**config.mk**
```make
export PLATFORM = sky130hd
export DESIGN_NAME = cdb_arbiter_flat
export DESIGN_NICKNAME = d
export VERILOG_FILES = /design/src/rtl/cdb_arbiter_if.sv /design/src/rtl/cdb_arbiter.sv /design/src/flat_wrapper.sv
export SDC_FILE = /design/constraint.sdc
export NUM_CORES = 1
export LEC_CHECK = 0
export ABC_CLOCK_PERIOD_IN_PS = 3700
export CORE_ASPECT_RATIO = 0.8
export CORE_MARGIN = 1.5
export CORE_UTILIZATION = 37
export DETAILED_ROUTE_END_ITERATION = 12
export GPL_ROUTABILITY_DRIVEN = 0
export PLACE_DENSITY = 0.93
export SYNTH_ARGS = -nofsm -noshare
export SYNTH_HDL_FRONTEND = slang
export SYNTH_SLANG_ARGS = --single-unit
```
**constraint.sdc**
```tcl
create_clock -name clock -period 3.7 [get_ports clock]
set_clock_uncertainty 0.1 [all_clocks]
set_input_delay 1.11 -clock clock [delete_from_list [all_inputs] [get_ports clock]]
set_output_delay 1.11 -clock clock [all_outputs]
set_load 0.02 [all_outputs]
```
**src/rtl/cdb_arbiter_if.sv**
```systemverilog
//------------------------------------------------------------------------------
// cdb_arbiter_if
// Request/grant bundle from the execution units plus the registered Common
// Data Bus broadcast.
// Rev 1.0  initial release
//------------------------------------------------------------------------------
`default_nettype none

interface cdb_arbiter_if #(
  parameter int NREQ   = 4,
  parameter int TAG_W  = 5,
  parameter int DATA_W = 32
);
  logic [NREQ-1:0]        Req_valid;
  logic [NREQ*TAG_W-1:0]  Req_tag;
  logic [NREQ*DATA_W-1:0] Req_data;
  logic [NREQ-1:0]        Req_branch;
  logic [NREQ-1:0]        Req_branch_taken;
  logic [NREQ-1:0]        Req_ready;
  logic                   Flush;
  logic                   Cdb_valid;
  logic [TAG_W-1:0]       Cdb_rd_tag;
  logic [DATA_W-1:0]      Cdb_data;
  logic                   Cdb_branch;
  logic                   Cdb_branch_taken;
  logic [15:0]            Cdb_xfer_cnt;

  // Execution-unit side: drives requests and flush, observes grant and bus.
  modport master (
    output Req_valid, Req_tag, Req_data, Req_branch, Req_branch_taken, Flush,
    input  Req_ready, Cdb_valid, Cdb_rd_tag, Cdb_data, Cdb_branch,
           Cdb_branch_taken, Cdb_xfer_cnt
  );

  // Arbiter side.
  modport slave (
    input  Req_valid, Req_tag, Req_data, Req_branch, Req_branch_taken, Flush,
    output Req_ready, Cdb_valid, Cdb_rd_tag, Cdb_data, Cdb_branch,
           Cdb_branch_taken, Cdb_xfer_cnt
  );
endinterface

`default_nettype wire

```
**src/rtl/cdb_arbiter.sv**
```systemverilog
//------------------------------------------------------------------------------
// cdb_arbiter
// Round-robin arbiter for the Common Data Bus. Grants one finished result per
// cycle and broadcasts it on the registered CDB one cycle after acceptance.
// Rev 1.0  initial release
//------------------------------------------------------------------------------
`default_nettype none

module cdb_arbiter #(
  parameter int NREQ   = 4,
  parameter int TAG_W  = 5,
  parameter int DATA_W = 32
) (
  input  logic           clock,
  input  logic           reset,   // asynchronous, active-low
  cdb_arbiter_if.slave   bus
);

  localparam int PTR_W = $clog2(NREQ);
  localparam logic [PTR_W:0]   NREQ_EXT = (PTR_W+1)'(NREQ);
  localparam logic [PTR_W-1:0] LAST_IDX = PTR_W'(NREQ - 1);

  logic [PTR_W-1:0]  rr_ptr;
  logic [PTR_W-1:0]  winner;
  logic [PTR_W:0]    scan_idx;
  logic              found;
  logic              accept;
  logic [NREQ-1:0]   ready;

  logic              cdb_valid;
  logic [TAG_W-1:0]  cdb_rd_tag;
  logic [DATA_W-1:0] cdb_data;
  logic              cdb_branch;
  logic              cdb_branch_taken;
  logic [15:0]       xfer_cnt;

  // Cyclic scan from rr_ptr for the first valid requester; the extra index
  // bit lets the wrap be done by compare so non-power-of-two NREQ works.
  always_comb begin
    found    = 1'b0;
    winner   = '0;
    scan_idx = '0;
    for (int k = 0; k < NREQ; k++) begin
      scan_idx = {1'b0, rr_ptr} + (PTR_W+1)'(k);
      if (scan_idx >= NREQ_EXT) scan_idx = scan_idx - NREQ_EXT;
      if (!found && bus.Req_valid[scan_idx[PTR_W-1:0]]) begin
        found  = 1'b1;
        winner = scan_idx[PTR_W-1:0];
      end
    end
  end

  // Flush and reset both suppress the grant, so nothing is consumed from the
  // requesters while either is active.
  always_comb begin
    accept = found & ~bus.Flush & reset;
    ready  = '0;
    if (accept) ready[winner] = 1'b1;
  end

  // Output register, pointer advance and saturating transfer counter.
  always_ff @(posedge clock or negedge reset) begin
    if (!reset) begin
      rr_ptr           <= '0;
      cdb_valid        <= 1'b0;
      cdb_rd_tag       <= '0;
      cdb_data         <= '0;
      cdb_branch       <= 1'b0;
      cdb_branch_taken <= 1'b0;
      xfer_cnt         <= '0;
    end else begin
      cdb_valid <= accept;
      if (accept) begin
        cdb_rd_tag       <= bus.Req_tag[int'(winner)*TAG_W +: TAG_W];
        cdb_data         <= bus.Req_data[int'(winner)*DATA_W +: DATA_W];
        cdb_branch       <= bus.Req_branch[winner];
        cdb_branch_taken <= bus.Req_branch_taken[winner];
        rr_ptr           <= (winner == LAST_IDX) ? '0 : winner + 1'b1;
        if (xfer_cnt != 16'hFFFF) xfer_cnt <= xfer_cnt + 16'd1;
      end
    end
  end

  assign bus.Req_ready        = ready;
  assign bus.Cdb_valid        = cdb_valid;
  assign bus.Cdb_rd_tag       = cdb_rd_tag;
  assign bus.Cdb_data         = cdb_data;
  assign bus.Cdb_branch       = cdb_branch;
  assign bus.Cdb_branch_taken = cdb_branch_taken;
  assign bus.Cdb_xfer_cnt     = xfer_cnt;

endmodule

`default_nettype wire
```
**src/flat_wrapper.sv**
```systemverilog
// flat-port wrapper written by rule: the top's interface ports become plain ports
module cdb_arbiter_flat 
#(
  parameter int NREQ   = 4,
  parameter int TAG_W  = 5,
  parameter int DATA_W = 32
)
  (clock, reset, bus_Req_valid, bus_Req_tag, bus_Req_data, bus_Req_branch, bus_Req_branch_taken, bus_Flush, bus_Req_ready, bus_Cdb_valid, bus_Cdb_rd_tag, bus_Cdb_data, bus_Cdb_branch, bus_Cdb_branch_taken, bus_Cdb_xfer_cnt);
  cdb_arbiter_if #(.NREQ(NREQ), .TAG_W(TAG_W), .DATA_W(DATA_W)) bus_i ();
  input  logic clock;
  input  logic reset;
  input wire logic [$bits(bus_i.Req_valid)-1:0] bus_Req_valid;
  input wire logic [$bits(bus_i.Req_tag)-1:0] bus_Req_tag;
  input wire logic [$bits(bus_i.Req_data)-1:0] bus_Req_data;
  input wire logic [$bits(bus_i.Req_branch)-1:0] bus_Req_branch;
  input wire logic [$bits(bus_i.Req_branch_taken)-1:0] bus_Req_branch_taken;
  input wire logic [$bits(bus_i.Flush)-1:0] bus_Flush;
  output wire logic [$bits(bus_i.Req_ready)-1:0] bus_Req_ready;
  output wire logic [$bits(bus_i.Cdb_valid)-1:0] bus_Cdb_valid;
  output wire logic [$bits(bus_i.Cdb_rd_tag)-1:0] bus_Cdb_rd_tag;
  output wire logic [$bits(bus_i.Cdb_data)-1:0] bus_Cdb_data;
  output wire logic [$bits(bus_i.Cdb_branch)-1:0] bus_Cdb_branch;
  output wire logic [$bits(bus_i.Cdb_branch_taken)-1:0] bus_Cdb_branch_taken;
  output wire logic [$bits(bus_i.Cdb_xfer_cnt)-1:0] bus_Cdb_xfer_cnt;
  assign bus_i.Req_valid = bus_Req_valid;
  assign bus_i.Req_tag = bus_Req_tag;
  assign bus_i.Req_data = bus_Req_data;
  assign bus_i.Req_branch = bus_Req_branch;
  assign bus_i.Req_branch_taken = bus_Req_branch_taken;
  assign bus_i.Flush = bus_Flush;
  assign bus_Req_ready = bus_i.Req_ready;
  assign bus_Cdb_valid = bus_i.Cdb_valid;
  assign bus_Cdb_rd_tag = bus_i.Cdb_rd_tag;
  assign bus_Cdb_data = bus_i.Cdb_data;
  assign bus_Cdb_branch = bus_i.Cdb_branch;
  assign bus_Cdb_branch_taken = bus_i.Cdb_branch_taken;
  assign bus_Cdb_xfer_cnt = bus_i.Cdb_xfer_cnt;
  cdb_arbiter #(.NREQ(NREQ), .TAG_W(TAG_W), .DATA_W(DATA_W)) u_core (.clock(clock), .reset(reset), .bus(bus_i));
endmodule
```
Word level (Yosys, flattened, before mapping). Cells that the tools add are included. Widths: inputs -> output; s select.

$add $sub $neg: 9. Multiply operators: 1. Magnitude comparators: 10. Equality and inequality tests: 2. Shifts and indexed selects: 2. Mux-type cells: 28. Bitwise gates (word level): 3. Reduce and logical (&&, ||, !) cells: 8.

Operators by type and width (number): $shiftx 128x8->32 (1); $shiftx 20x32->5 (1); $mux 2 (9); $add 16x1->16 const B (1); $ne 16x16->1 const B (1); $lt 2x3->1 const B (5); $bmux 1 s2 (6); $mux 1 (11); $ge 3x3->1 const B (3); $sub 2x1->2 const B (4); $add 2x2->3 const B (2); $mul 2x3->5 const B (1); $logic_and 1x1->1 (4); $mux 4 (1); $add 2x1->3 const B (1); $ge 2x3->1 const B (1); $logic_not 1->1 (3); $add 2x1->2 const B (1); $and 1x1->1 (2); $demux 1 s2 (1); $eq 2x2->1 const B (1); $ge 2x1->1 const B (1); $reduce_and 2->1 (1); $not 1->1 (1).

Flip-flop bits (word level): 58. Output and inout port bits: 60.

Longest topological paths before layout. Gate-level depths: netlist (run 1).

Word-level depth: 19. Mapped depth: 7. Depth with buffers taken out: 5.

Worst setup path before layout (run 1). OpenSTA, ideal clock, no wires.

Path kind: input-to-output. From: input port bus_Req_valid[2]. To: output port bus_Req_ready[1]. Arrival time: 2440 ps. Data required time: 2490 ps. Path slack: 50 ps. Stages on the path: 5. Cell sequence: nor2b_1 -> a311o_1 -> a21o_1 -> clkbuf_1 -> nor3_1.

Longest elaborated chain between the ends: 17. Elaborated cells between the ends (all ways): 30.

Ends and longest elaborated chain: start, declared (line flat_wrapper.sv:12) `input wire logic [$bits(bus_i.Req_valid)-1:0] bus_Req_valid;`; $bmux 1 s2 (line cdb_arbiter.sv:46) `if (!found && bus.Req_valid[scan_idx[PTR_W-1:0]]) begin`; $mux 1 (not written as such) (line cdb_arbiter.sv:46); $mux 1 (line cdb_arbiter.sv:46); $logic_not 1->1 (line cdb_arbiter.sv:46); $logic_and 1x1->1 (line cdb_arbiter.sv:46); $mux 1 (line cdb_arbiter.sv:46); $logic_not 1->1 (line cdb_arbiter.sv:46); $logic_and 1x1->1 (line cdb_arbiter.sv:46); $mux 1 (line cdb_arbiter.sv:46); $logic_not 1->1 (line cdb_arbiter.sv:46); $logic_and 1x1->1 (line cdb_arbiter.sv:46); $mux 2 (line cdb_arbiter.sv:46); $lt 2x3->1 (not written as such) or $ge 2x1->1 (tied branches) (line cdb_arbiter.sv:58) `if (accept) ready[winner] = 1'b1;`; $logic_and 1x1->1 (not written as such) (line cdb_arbiter.sv:58); $mux 1 (not written as such) (line cdb_arbiter.sv:58); $demux 1 s2; $mux 4 (*) (line cdb_arbiter.sv:58); end, declared (line flat_wrapper.sv:18) `output wire logic [$bits(bus_i.Req_ready)-1:0] bus_Req_ready;`.

Mark *: on every way between the ends. The rest lies on a longest branch, timed or not. The select of a mux whose other input is x is not followed.

Final worst setup path (run 1).
From: input port bus_Flush. To: output port bus_Req_ready[0].

Longest elaborated chain between the ends: 4.

Ends and longest elaborated chain: start, declared (line flat_wrapper.sv:17) `input wire logic [$bits(bus_i.Flush)-1:0] bus_Flush;`; $not 1->1 (line cdb_arbiter.sv:56) `accept = found & ~bus.Flush & reset;`; $and 1x1->1 (2 in series) (line cdb_arbiter.sv:56); $mux 4 (line cdb_arbiter.sv:58).

No other way between the ends.

==> reports/metrics.yaml, run 1 <==
async_flop_share_pct: 100.0
fin_cells: 669
die_x_um: 110.0
portBuffers: 222
drv_cap: 0
pwr-share-comb_pct: 43.7
rsz0062_at_grt: "no"
clk-insertion-delay-late_ps: 310
seqPwrFrac_pct: 28.9
dp_hpwl_um: 9157
clock_sinks: 58
r2r_end: "u_core.bus.Cdb_data[23]"
path_clk_slew_ps: 50
end_kind: "output port"
final_nets: 713
synthFlopType: "dfrtp_1"
hold_class: "reg -> reg"
setup_viol: 0
power_leakage_nw: 2.776
setup.worst_path.class: "in -> out"
drt-wirelength-per-cell_um: 18.27
startpoint_type: "input pin"
internal_power_mw: 2.229
io_pins: 223
synth.cell_area_mm2: 0.003387
postSynthCellCount: 320
cts_buffers: 9
r2r-start: "u_core.rr_ptr[1]"
ys_types: 39
syn_nets: 484
rr_worst_depth: 6
cp.arrival_ps: 2420
drive_above_1_share_pct: 9.025
cts-root-buf: "clkbuf_16"
die_area_mm2: 0.009741
multiInputGateArea_mm2: 0.001841
synth-edff-count: 0
slew_viol_final: 0
die_y_um: 88.58
power_frac_clock_pct: 27.4
via_count: 3613
cts_tree: "built"
cts_setup_buffers: 0
path_max_fanout: 4
vias_per_cell: 5.401
pre_cts_ws_ps: -613.1
start_util_pct: 37.80
hold_start: "u_core.bus.Cdb_data[4]"
clockBufferDepth: 2
fillCellCount: 701
drc: 0
holdPathStages: 2
rows: 31
postLayoutSetupSlackWorst_ps: 73.55
syn_to_final_growth_pct: 81.16
ant_nets: 0
max_freq_ghz: 0.2758
gr-total-overflow: 0
syn_area_per_cell_um2: 10.58
fp.coreArea_mm2: 0.008960
worstPathRequired_ps: 2490
grt_max_degree: 59
drt-pass1-iter-count: 4
pwr_density_cell_mw_per_mm2: 548.6
power.switching_mw: 1.137
ir_drop_v: 0.0002809
hold_ws_ps: 384.8
grt_use_total_pct: 23.97
hold_viol: 0
hold_buffers: 0
ys_seq_area_share_pct: 42.85
drt_iter0_markers: 182
min_period_over_period_pct: 98.01
antenna_found_initial: 0
seqCellArea_mm2: 0.001451
placed_cells: 653
first_global_vias: 3645
period_minus_slack_ps: 3626
outcome: "finished, final reports clean"
diodes: 0
whs_endpoint: "u_core.bus.Cdb_data[4]"
sw_frac_of_total_pct: 33.78
h-tree-depth: 3
yosys_warnings: 0
wl_um: 12220
slew-limit-headroom_pct: 44.60
grt_first_pass_wirelength_um: 17530
synth-seq-cells: 58
tightest_slew_ps: 823.4
ff2ff_setup_slack_ps: 820
## what timing repair did
item	4_1_cts	5_1_grt
gates resized for setup	26	2
endpoints found under the setup margin	29	4
pin swaps	2	1
## kinds of logic after synthesis
group / Yosys count / synth area share [%]
AO/OA/AOI/OAI: 56 / 13.93
XOR/XNOR: 15 / 3.879
adder cells (fa/ha/maj): 1 / 0.3694
buffers and inverters: 28 / 3.878
flip-flops: 58 / 42.85
multiplexers: 80 / 23.68
AND/OR/NAND/NOR: 82 / 11.42
## how the worst max path moves through the flow
stage	cells after the start	slack [ps]	startpoint	to
after detailed placement	7	-610	bus_Req_valid[0]	bus_Req_ready[0]
after CTS	6	4	bus_Flush	bus_Req_ready[1]
after floorplan	5	50	bus_Req_valid[2]	bus_Req_ready[1]
after global placement	6	-580	bus_Req_valid[0]	bus_Req_ready[1]
final	6	70	bus_Flush	bus_Req_ready[0]
after global routing	6	20	bus_Flush	bus_Req_ready[0]
## cell type report
cell class / instances / share of cell area, %
well taps: 115 / 2.345
inverters: 5 / 0.3059
clock buffers: 12 / 4.343
clock inverters: 4 / 1.183
repair buffers: 241 / 38.17
multi-input cells: 234 / 30.00
flip-flops and latches: 58 / 23.65
## synthesized netlist by cell type, types with 2 or more instances
cell       number  area share [%]
buf_1           4            0.44
o221ai_1       39              10
a211oi_1        3            0.66
nor4_1          3            0.55
inv_1           4            0.44
nor2_1          8            0.89
nand2_1        45             5.0
buf_2           9             1.3
xnor2_1         3            0.78
nand3_1         6            0.89
nor4b_1         2            0.52
a2111oi_0       2            0.52
nor3_1          3            0.44
mux2i_1        79              23
xor2_1         12             3.1
a21oi_1         2            0.30
dfrtp_1        58              43
clkbuf_1        8            0.89
a21o_1          3            0.66
buf_6           2            0.66
nor3b_1         2            0.44
nand2b_1        3            0.55
nand4_1         4            0.74
## power groups by stage
stage	registers [mW]	clock network [mW]	logic (mW)
after floorplan	1.18	0	0.537
after global placement	0.966	0	1.43
after detailed placement	0.978	0	1.47
after CTS	0.973	0.943	1.48
after global routing	0.995	0.976	1.56
final	0.975	0.922	1.47
## layout by cell type, fill, tap and decap left out, types with 2 or more instances in the layout
master | Yosys | routed
nand3_1 | 6 | 5
dfrtp_1 | 58 | 58
nand2_1 | 45 | 45
a211oi_1 | 3 | 3
nor3_2 | 1 | 2
clkdlybuf4s50_1 | 0 | 213
a2111oi_0 | 2 | 2
inv_1 | 4 | 4
buf_4 | 0 | 22
o221ai_1 | 39 | 39
nor2_1 | 8 | 8
clkbuf_8 | 0 | 3
nand4_1 | 4 | 4
nor3_1 | 3 | 2
xnor2_1 | 3 | 3
buf_2 | 9 | 2
nor4_1 | 3 | 3
xor2_1 | 12 | 12
dlygate4sd2_1 | 0 | 4
a21o_1 | 3 | 3
clkbuf_16 | 0 | 9
bufinv_16 | 0 | 2
mux2i_1 | 79 | 79
nor4b_1 | 2 | 2
a21oi_1 | 2 | 2
nand2b_1 | 3 | 2
## sequential cells by signal, indices dropped and copies added (netlist names)
name / flops
u_core.bus.Cdb_data: 32
u_core.bus.Cdb_xfer_cnt: 16
u_core.bus.Cdb_rd_tag: 5
u_core.rr_ptr: 2
u_core.bus.Cdb_branch: 1
u_core.bus.Cdb_branch_taken: 1
u_core.bus.Cdb_valid: 1
## per-stage QoR
| step | instance area, um2 | total power [mW] | setup TNS [ps] | utilization [%] |
|---|---|---|---|---|
| finish | 6136 | 3.366 | 0 | 68.48 |
| global route | 6136 | 3.531 | 0 | 68.48 |
| CTS | 6126 | 3.395 | 0 | 68.37 |
| detailed placement | 5794 | 2.453 | -13500 | 64.67 |
| global placement | 5794 | 2.398 | -9904 | 64.67 |
| floorplan | 3387 | 1.716 | 0 | - |
## worst max-delay path, cell delays in order
cell and delay (ps):
clkdlybuf4s50_1 400, nand2b_4 140, or2_4 270, a21o_1 200, nor2_1 130, buf_4 160
## layer usage
metal | routed length, um | global-route usage, % | vias to the layer above
met5 | 0 | 0 | -
met4 | 351 | 11.45 | 0
met3 | 1040 | 6.848 | 32
met2 | 6255 | 43.20 | 173
met1 | 4573 | 26.06 | 1735
li1 | - | - | 1673
Note: power is estimated with default switching activity, not from simulation.
==> run 2, diff against run 1 <==
ABC_CLOCK_PERIOD_IN_PS = 4500   (was 3700)
CORE_UTILIZATION = 39   (was 37)
CTS_CLUSTER_SIZE = 14   (was not set)
PLACE_DENSITY = 0.95   (was 0.93)
RECOVER_POWER = 25   (was not set)
clock period = 4.5 ns   (was 3.7 ns; I/O delays follow)
==> run 2 against run 1 <==
  * Global-route usage increased by 1.7 points
  * Die area decreased by 5.0%
  * Design area decreased by 1.9%
  * First-iteration DRC count decreased by 30%
  * Critical path depth decreased by 1
  * Total power decreased by 22%
  * Non-clock buffer count decreased by 3
  * Count of clock-buffer cells in the layout decreased by 1
  * Core utilization increased by 2.8 points
  * Critical path type unchanged
  * Critical endpoint is now bus_Req_ready[3]
==> reports/metrics.yaml, run 2 (synthesis gave the netlist of run 1 again) <==
ir_drop_v: 0.0002511  # -11%
grt_first_pass_wirelength_um: 18630  # +6.3%
largest_reg_flops: 32  # unchanged
power_frac_clock_pct: 23.2  # -4.2 points
hold_buffers: 0  # unchanged
drt-wirelength-per-cell_um: 17.96  # -1.7%
antenna_found_initial: 0  # unchanged
outcome: "finished, final reports clean"
via_count: 3568  # -1.2%
ant_nets: 0  # unchanged
internal_power_mw: 1.696  # -24%
pwr_density_cell_mw_per_mm2: 433.9  # -21%
diodes: 0  # unchanged
setup.worst_path.class: "in -> out"
tightest_slew_ps: 1455  # +632.0 ps
drt-pass1-iter-count: 5  # +1
period_minus_slack_ps: 4438
end_kind: "output port"
hold_viol: 0  # unchanged
setup_viol: 0  # unchanged
seqCellArea_mm2: 0.001451  # unchanged
fin_cells: 663  # -0.90%
hold_class: "reg -> reg"
grt_max_degree: 59  # unchanged
pwr-share-comb_pct: 46.2  # +2.5 points
cts_tree: "built"
pre_cts_ws_ps: -359.5  # +253.6 ps
drc: 0  # unchanged
clk-insertion-delay-late_ps: 320  # about the same
fillCellCount: 628  # -10%
wl_um: 11910  # -2.6%
slew_viol_final: 0  # unchanged
final_nets: 710  # -0.42%
seqPwrFrac_pct: 30.6  # +1.7 points
slew-limit-headroom_pct: 2.976  # -42 points
power_leakage_nw: 2.719  # -2.1%
h-tree-depth: 3  # unchanged
multiInputGateArea_mm2: 0.001826  # -0.82%
drt_iter0_markers: 128  # -30%
start_util_pct: 40.10  # +2.3 points
path_max_fanout: 5  # +1
worstPathRequired_ps: 3050  # +560 ps
first_global_vias: 3791  # +4.0%
rows: 30  # -3.2%
sw_frac_of_total_pct: 35.06  # +1.3 points
clockBufferDepth: 2  # unchanged
power.switching_mw: 0.9154  # -19%
die_area_mm2: 0.009256  # -5.0%
min_period_over_period_pct: 98.62
cts_buffers: 9  # unchanged
drive_above_1_share_pct: 7.441  # -1.6 points
gr-total-overflow: 0  # unchanged
postLayoutSetupSlackWorst_ps: 62.16  # -11.39 ps
die_y_um: 86.35  # -2.5%
max_freq_ghz: 0.2253
clock_sinks: 58  # unchanged
grt_use_total_pct: 25.72  # +1.7 points
dp_hpwl_um: 9172  # +0.16%
io_pins: 223  # unchanged
hold_ws_ps: 392.5  # +7.694 ps
fp.coreArea_mm2: 0.008446  # -5.7%
cp.arrival_ps: 2990  # +570 ps
cts-root-buf: "clkbuf_8"
drv_cap: 0  # unchanged
placed_cells: 647  # -0.92%
portBuffers: 222  # unchanged
path_clk_slew_ps: 70  # +20 ps
syn_to_final_growth_pct: 77.65
startpoint_type: "input pin"
vias_per_cell: 5.382  # -0.35%
rsz0062_at_grt: "no"
die_x_um: 107.2  # -2.5%
final_cell_mix: "clkdlybuf4s50_1, mux2i_1, dfrtp_1"
final_common_cell: "clkdlybuf4s50_1"
==> run 2: critical path, stage by stage <==
cell and delay, ps:
clkdlybuf4s50_1 540, a21bo_2 250, a221o_4 360, nor2_1 150, clkdlybuf4s15_1 340
==> run 2: timing repair <==
item | CTS | global route
cloned | 0 | 0
buffers inserted | 0 | 0
resized for setup | 9 | 3
endpoints found under the setup margin | 4 | 4
==> run 2: routing by layer <==
| metal | vias to the layer above | track usage [%] | wire [um] | share of wire (%) |
|---|---|---|---|---|
| met5 | - | 0 | 0 | 0 |
| met4 | 0 | 9.697 | 284 | 2.4 |
| met3 | 23 | 6.090 | 971 | 8.2 |
| met2 | 170 | 47.19 | 6160 | 52 |
| met1 | 1712 | 29.03 | 4491 | 38 |
| li1 | 1663 | - | - | - |
==> run 2: final cells by class <==
class                   instances  share of cell area, %
inverters                       5                 0.3119
clock inverters                 5                  1.664
repair buffers                238                  38.72
clock buffers                  11                  2.516
multi-input cells             234                  30.34
well taps                     112                  2.329
flip-flops and latches         58                  24.12
==> run 2: power by group through the flow <==
stage | registers [mW] | logic [mW] | clock network (mW)
after CTS | 0.799 | 1.22 | 0.617
after detailed placement | 0.803 | 1.21 | 0
final | 0.800 | 1.21 | 0.606
after global routing | 0.817 | 1.28 | 0.646
after floorplan | 0.969 | 0.442 | 0
after global placement | 0.791 | 1.17 | 0
==> run 2: stage by stage <==
step | total power, mW | instance area, um2 | util (%) | setup TNS [ps]
after global routing | 2.746 | 6017 | 71.24 | 0
after detailed placement | 2.015 | 5768 | 68.30 | -1030
after global placement | 1.960 | 5768 | 68.30 | -764.7
final | 2.611 | 6017 | 71.24 | 0
after CTS | 2.632 | 6016 | 71.23 | 0
after floorplan | 1.411 | 3387 | - | 0
==> run 2: final timing paths <==
check,from,to,slack (ps),cells after the start
max,bus_Req_valid[1],bus_Req_ready[3],60,5
min,u_core.bus.Cdb_data[15],u_core.bus.Cdb_data[15],390,2
max reg2reg,u_core.rr_ptr[1],u_core.bus.Cdb_data[16],1540,6
min reg2reg,u_core.bus.Cdb_data[15],u_core.bus.Cdb_data[15],390,2
max in group asynchronous,reset,u_core.bus.Cdb_data[5],2010,2
min in group asynchronous,reset,u_core.bus.Cdb_xfer_cnt[1],1380,2
==> run 3, diff against run 2 <==
SLEW_MARGIN = 10   (was not set)
==> results of run 3 <==
The final DEF is identical to that of run 2; final timing and power are the same.
==> edit 1: new RTL, flow settings as in run 1 <==
`TAG_W` is set to 5 in 3 places; all go to 10.
--- a/src/rtl/cdb_arbiter_if.sv
+++ b/src/rtl/cdb_arbiter_if.sv
@@ -10,3 +10,3 @@
   parameter int NREQ   = 4,
-  parameter int TAG_W  = 5,
+  parameter int TAG_W  = 10,
   parameter int DATA_W = 32
--- a/src/rtl/cdb_arbiter.sv
+++ b/src/rtl/cdb_arbiter.sv
@@ -10,3 +10,3 @@
   parameter int NREQ   = 4,
-  parameter int TAG_W  = 5,
+  parameter int TAG_W  = 10,
   parameter int DATA_W = 32
--- a/src/flat_wrapper.sv
+++ b/src/flat_wrapper.sv
@@ -4,3 +4,3 @@
   parameter int NREQ   = 4,
-  parameter int TAG_W  = 5,
+  parameter int TAG_W  = 10,
   parameter int DATA_W = 32
Interface: changed (resized bus_Cdb_rd_tag and bus_Req_tag); port bits go from 223 to 248. The function was not compared with the original's and may differ.
==> edit 1 against run 1 <==
  * Combinational power increased by 16%
  * Area after synthesis rose by 23%
  * Power is 8.9% higher
  * Hold slack better by 14 ps
  * Worst setup slack worse by 3.7 ps
  * Clock power rose by 1%
  * Maximum frequency fell by 0.10%
  * Sequential share of layout area shrank 1.1 points
  * Routed wire length increased by 18%
  * Utilization shrank 4.4 points
  * Synthesized cell count up 24%
  * Design area up 14%
  * Non-clock buffer count rose by 28
  * Sequential cell count is 5 higher
  * Largest power group unchanged
==> edit 1: results (changes against run 1) <==
[clock_network]
clk_latency_ps = 320
cts_max_path_buffers = 2  ; unchanged
clkTransAtPathRegs_ps = 60
cts_max_level = 3  ; unchanged

[critical_path]
reg2regPathDepth = 7  ; was 6
rr_endpoint = u_core.bus.Cdb_data[2]  ; was u_core.bus.Cdb_data[23]
max_stage_delay_ps = 260  ; was 400 ps
critical-path-top-delay-family = compound AO/OA/AOI/OAI gates  ; was buffers and inverters
rrSetupSlack_ps = 940  ; was 820 ps
crit_fanout = 3  ; was 4
cp-endpoint = bus_Req_ready[1]  ; was bus_Req_ready[0]
r2r_start = u_core.rr_ptr[1]  ; unchanged
slowest_stage = o22a_1  ; was clkdlybuf4s50_1
cp-startpoint = bus_Req_valid[0]  ; was bus_Flush

[grt]
grt_pass1_vias = 4544  ; was 3645
grt_max_degree = 64  ; was 59
grtUsageTotal_pct = 23.8  ; was 24.0%
grt_first_pass_wirelength_um = 22400  ; was 17500 um

[power_and_ir_drop]
leakagePower_nw = 2.84  ; was 2.78 nW
peakVddDrop_uv = 265  ; was 281 uV

[timing]
slew_headroom_pct = 23.1  ; was 44.6%
drv_slew = 0  ; unchanged
setup_viol = 0  ; unchanged

[finish]
fillers = 849  ; was 701
nets = 823  ; was 713
drive_gt1_share_pct = 11.5  ; was 9.03%

[synth]
synthDistinctLibCells = 41  ; was 39
synthMuxAreaShare_pct = 11.0  ; was 23.7%
synth_compound_area_share_pct = 22.5  ; was 13.9%
netlist_top_cells_area = dfrtp_1 38%, mux2i_1 11%, a211oi_1 8.1%, and3_1 7.0%, a2111oi_1 6.0%  ; was dfrtp_1 43%, mux2i_1 23%, o221ai_1 10%, nand2_1 5.0%, xor2_1 3.1%
synth-adder-area-share_pct = 0.299  ; was 0.369%
synth_commonest_cells = 63 x dfrtp_1, 47 x and3_1, 47 x nor2_1, 45 x a211oi_1, 45 x mux2i_1  ; was 79 x mux2i_1, 58 x dfrtp_1, 45 x nand2_1, 39 x o221ai_1, 12 x xor2_1
synth_xor_area_share_pct = 3.35  ; was 3.88%
synth.net_count = 581  ; was 484
yosysSeqAreaShare_pct = 37.7  ; was 42.9%

[outcome]
status = finished clean  ; unchanged

[place]
place_hpwl_um = 10600  ; was 9160 um
io_buffer_count = 247  ; was 222

[routing]
met3_wirelength_um = 1170  ; was 1040 um
first_pass_iters = 4  ; unchanged
first_iter_violations = 161  ; was 182
wl_met2_um = 7450  ; was 6260 um
vias = 4288  ; was 3613
drt-met1-wl_um = 5480  ; was 4570 um
drt_wl_total_um = 14400  ; was 12200 um

[edit 1: worst register-to-register path, delay by kind of cell (launching register included)]
| family | cells | cell delay (ps) |
|---|---|---|
| AND/OR/NAND/NOR | 1 | 850 |
| AO/OA/AOI/OAI | 4 | 830 |
| flip-flops | 1 | 500 |
| buffers and inverters | 2 | 290 |
[edit 1: cell families (layout without fill, tap and decap cells)]
kind of cell             after synthesis  in the layout
XOR/XNOR                              16             16
buffers and inverters                 44            291
AO/OA/AOI/OAI                        100            100
multiplexers                          46             46
adder cells (fa/ha/maj)                1              1
flip-flops                            63             63
AND/OR/NAND/NOR                      127            127
[edit 1: layout make-up]
cell class	instances	area (um2)	area share (%)
timing repair buffer	269	2610	37.3
tap	144	180	2.57
clock buffer	10	239	3.41
multi-input combinational	290	2280	32.6
clock inverter	6	91.3	1.30
inverter	6	22.5	0.322
sequential	63	1580	22.5
[edit 1: through the flow]
stage	setup TNS [ps]	hold WS [ps]	cells	cell area (um2)	worst slack, ps
2_1_floorplan	0	440	397	4180	117
3_3_place_gp	-2110	387	769	6660	-586
3_5_place_dp	-4720	388	769	6660	-641
4_1_cts	0	396	788	7000	14.9
5_1_grt	0	410	788	7000	25.4
6_report	0	399	788	7000	69.9
[edit 1: worst min-delay path by stage]
stage,start,to,slack (ps),cells after the start
after floorplan,u_core.rr_ptr[0],u_core.rr_ptr[0],440,2
after global placement,u_core.bus.Cdb_xfer_cnt[15],u_core.bus.Cdb_xfer_cnt[15],390,1
after detailed placement,u_core.bus.Cdb_xfer_cnt[15],u_core.bus.Cdb_xfer_cnt[15],390,1
after CTS,u_core.bus.Cdb_xfer_cnt[15],u_core.bus.Cdb_xfer_cnt[15],400,1
after global routing,u_core.bus.Cdb_xfer_cnt[15],u_core.bus.Cdb_xfer_cnt[15],410,1
final,u_core.bus.Cdb_xfer_cnt[15],u_core.bus.Cdb_xfer_cnt[15],400,1
[edit 1: power breakdown]
part	internal [W]	total [W]	leakage [nW]	switching [W]
Clock	0.000613	0.000932	0.163	0.000319
Sequential	0.000892	0.00104	0.721	0.000144
Combinational	0.000826	0.00170	1.95	0.000871
Total	0.00233	0.00367	2.84	0.00133
[edit 1: routing by layer]
metal | track usage, % | up-vias
met3 | 6.54 | 26
met1 | 25.4 | 2041
met4 | 8.24 | 0
met5 | 0 | -
met2 | 44.4 | 208
li1 | - | 2013
[edit 1: what timing repair did]
item,in CTS,in global routing
gates resized for setup,26,1
setup buffers,3,0
endpoints found under the setup margin,4,4
pin swaps,4,1
==> edit 2: new RTL, config.mk and constraints of run 1 <==
Made on the original files. Make the reset (`reset`) synchronous in one clocked block. Comments in the files are not updated.
--- a/src/rtl/cdb_arbiter.sv
+++ b/src/rtl/cdb_arbiter.sv
@@ -61,3 +61,3 @@
   // Output register, pointer advance and saturating transfer counter.
-  always_ff @(posedge clock or negedge reset) begin
+  always_ff @(posedge clock) begin
     if (!reset) begin
Formal check against the unedited RTL: differs if reset is asserted again (counterexample within 4 cycles, from zero or initial values and one cycle with reset low); with reset held inactive, the same outputs for 10 cycles.
==> edit 2 against run 1 <==
  * Die area up 2.3%
  * Routed wire length grew 3.2%
  * Area after synthesis rose by 2.4%
  * Non-clock buffer count increased by 5
  * Design area is 0.75% higher
  * Global-route usage up 0.15 points
  * Worst setup slack worse by 8.6 ps
  * Sequential cell count is the same
  * Sequential share of layout area down 4.9 points
  * Critical endpoint is now bus_Req_ready[1]
Power is not compared: it rests on default switching activity, and its combinational part moved more than twofold at a synthesized area within 25%.
==> edit 2: results (changes against run 1) <==
[grt]
grtUsageMet1_pct = 26.5  ; was 26.1%
grtUsageMet2_pct = 46.3  ; was 43.2%
grt_first_pass_wirelength_um = 19400  ; was 17500 um
grt_pass1_vias = 4034  ; was 3645
grt_max_degree = 79  ; was 59
met3_usage_pct = 6.31  ; was 6.85%

[place]
dp.cells = 739  ; was 653

[critical_path]
r2r_start = u_core.rr_ptr[1]  ; unchanged
crit_fanout = 5  ; was 4
rr_endpoint = u_core.bus.Cdb_data[27]  ; was u_core.bus.Cdb_data[23]
cp-startpoint = bus_Req_valid[2]  ; was bus_Flush
cp-endpoint = bus_Req_ready[1]  ; was bus_Req_ready[0]

[synth]
synth_compound_area_share_pct = 27.6  ; was 13.9%
async_reset_ff_share_pct = 0  ; was 100%
synth-adder-area-share_pct = 0.361  ; was 0.369%
synth_xor_area_share_pct = 1.01  ; was 3.88%
synth.net_count = 576  ; was 484
synth-main-ff-cell = dfxtp_1  ; was dfrtp_1
synthMuxAreaShare_pct = 10.1  ; was 23.7%
synthDistinctLibCells = 42  ; was 39
syn_inst = 412  ; was 320
synth_top_area_share_pct = 33.5  ; was 42.9%

[clock_network]
postCtsSetupRepairBufs = 2  ; was 0

[finish]
drive_gt1_share_pct = 11.1  ; was 9.03%
fillers = 706  ; was 701
nets = 801  ; was 713

[routing]
drt-met1-wl_um = 4960  ; was 4570 um
met3_wirelength_um = 879  ; was 1040 um
wl_met2_um = 6570  ; was 6260 um

[outcome]
status = finished clean  ; unchanged

[worst_hold_path]
hp-start = u_core.bus.Cdb_data[24]  ; was u_core.bus.Cdb_data[4]

edit 2: changes by cell type after synthesis, sizes merged, moves of 38 or more:
cell,change
a211oi,+48
a21oi,+41
dfrtp,-58
dfxtp,+58
mux2i,-44
nand2,+44
o221ai,-38
edit 2: power by group:
part	total [W]	internal (W)	switching, W
logic	0.000694	0.000377	0.000316
registers	0.000721	0.000684	0.0000368
clock network	0.000883	0.000605	0.000278
total	0.00230	0.00167	0.000631
edit 2: cell type report:
cell class,instances,area (um2),area share (%)
timing repair buffer,246,2390,38.7
multi-input combinational,319,2150,34.9
sequential,58,1160,18.8
clock buffer,11,243,3.93
tap,115,144,2.33
clock inverter,5,77.6,1.25
inverter,3,11.3,0.182
edit 2: metrics by stage:
| stage | area, um2 | setup slack (ps) | util, % | power, W | setup TNS (ps) |
|---|---|---|---|---|---|
| after floorplan | 3470 | 112 | - | 0.00106 | 0 |
| after global placement | 5850 | -521 | 64.4 | 0.00140 | -1960 |
| after detailed placement | 5850 | -623 | 64.4 | 0.00142 | -2650 |
| after CTS | 6190 | 15.5 | 68.2 | 0.00232 | 0 |
| after global routing | 6180 | 3.50 | 68.1 | 0.00240 | 0 |
| final | 6180 | 65.0 | 68.1 | 0.00230 | 0 |
edit 2: how the worst min path moves through the flow:
| stage | depth (start not counted) | endpoint |
|---|---|---|
| 5_1_grt | 1 | u_core.bus.Cdb_data[7] |
| 4_1_cts | 1 | u_core.bus.Cdb_data[9] |
| 2_1_floorplan | 1 | u_core.bus.Cdb_xfer_cnt[11] |
| 6_report | 1 | u_core.bus.Cdb_data[24] |
| 3_3_place_gp | 1 | u_core.bus.Cdb_xfer_cnt[11] |
| 3_5_place_dp | 1 | u_core.bus.Cdb_data[7] |
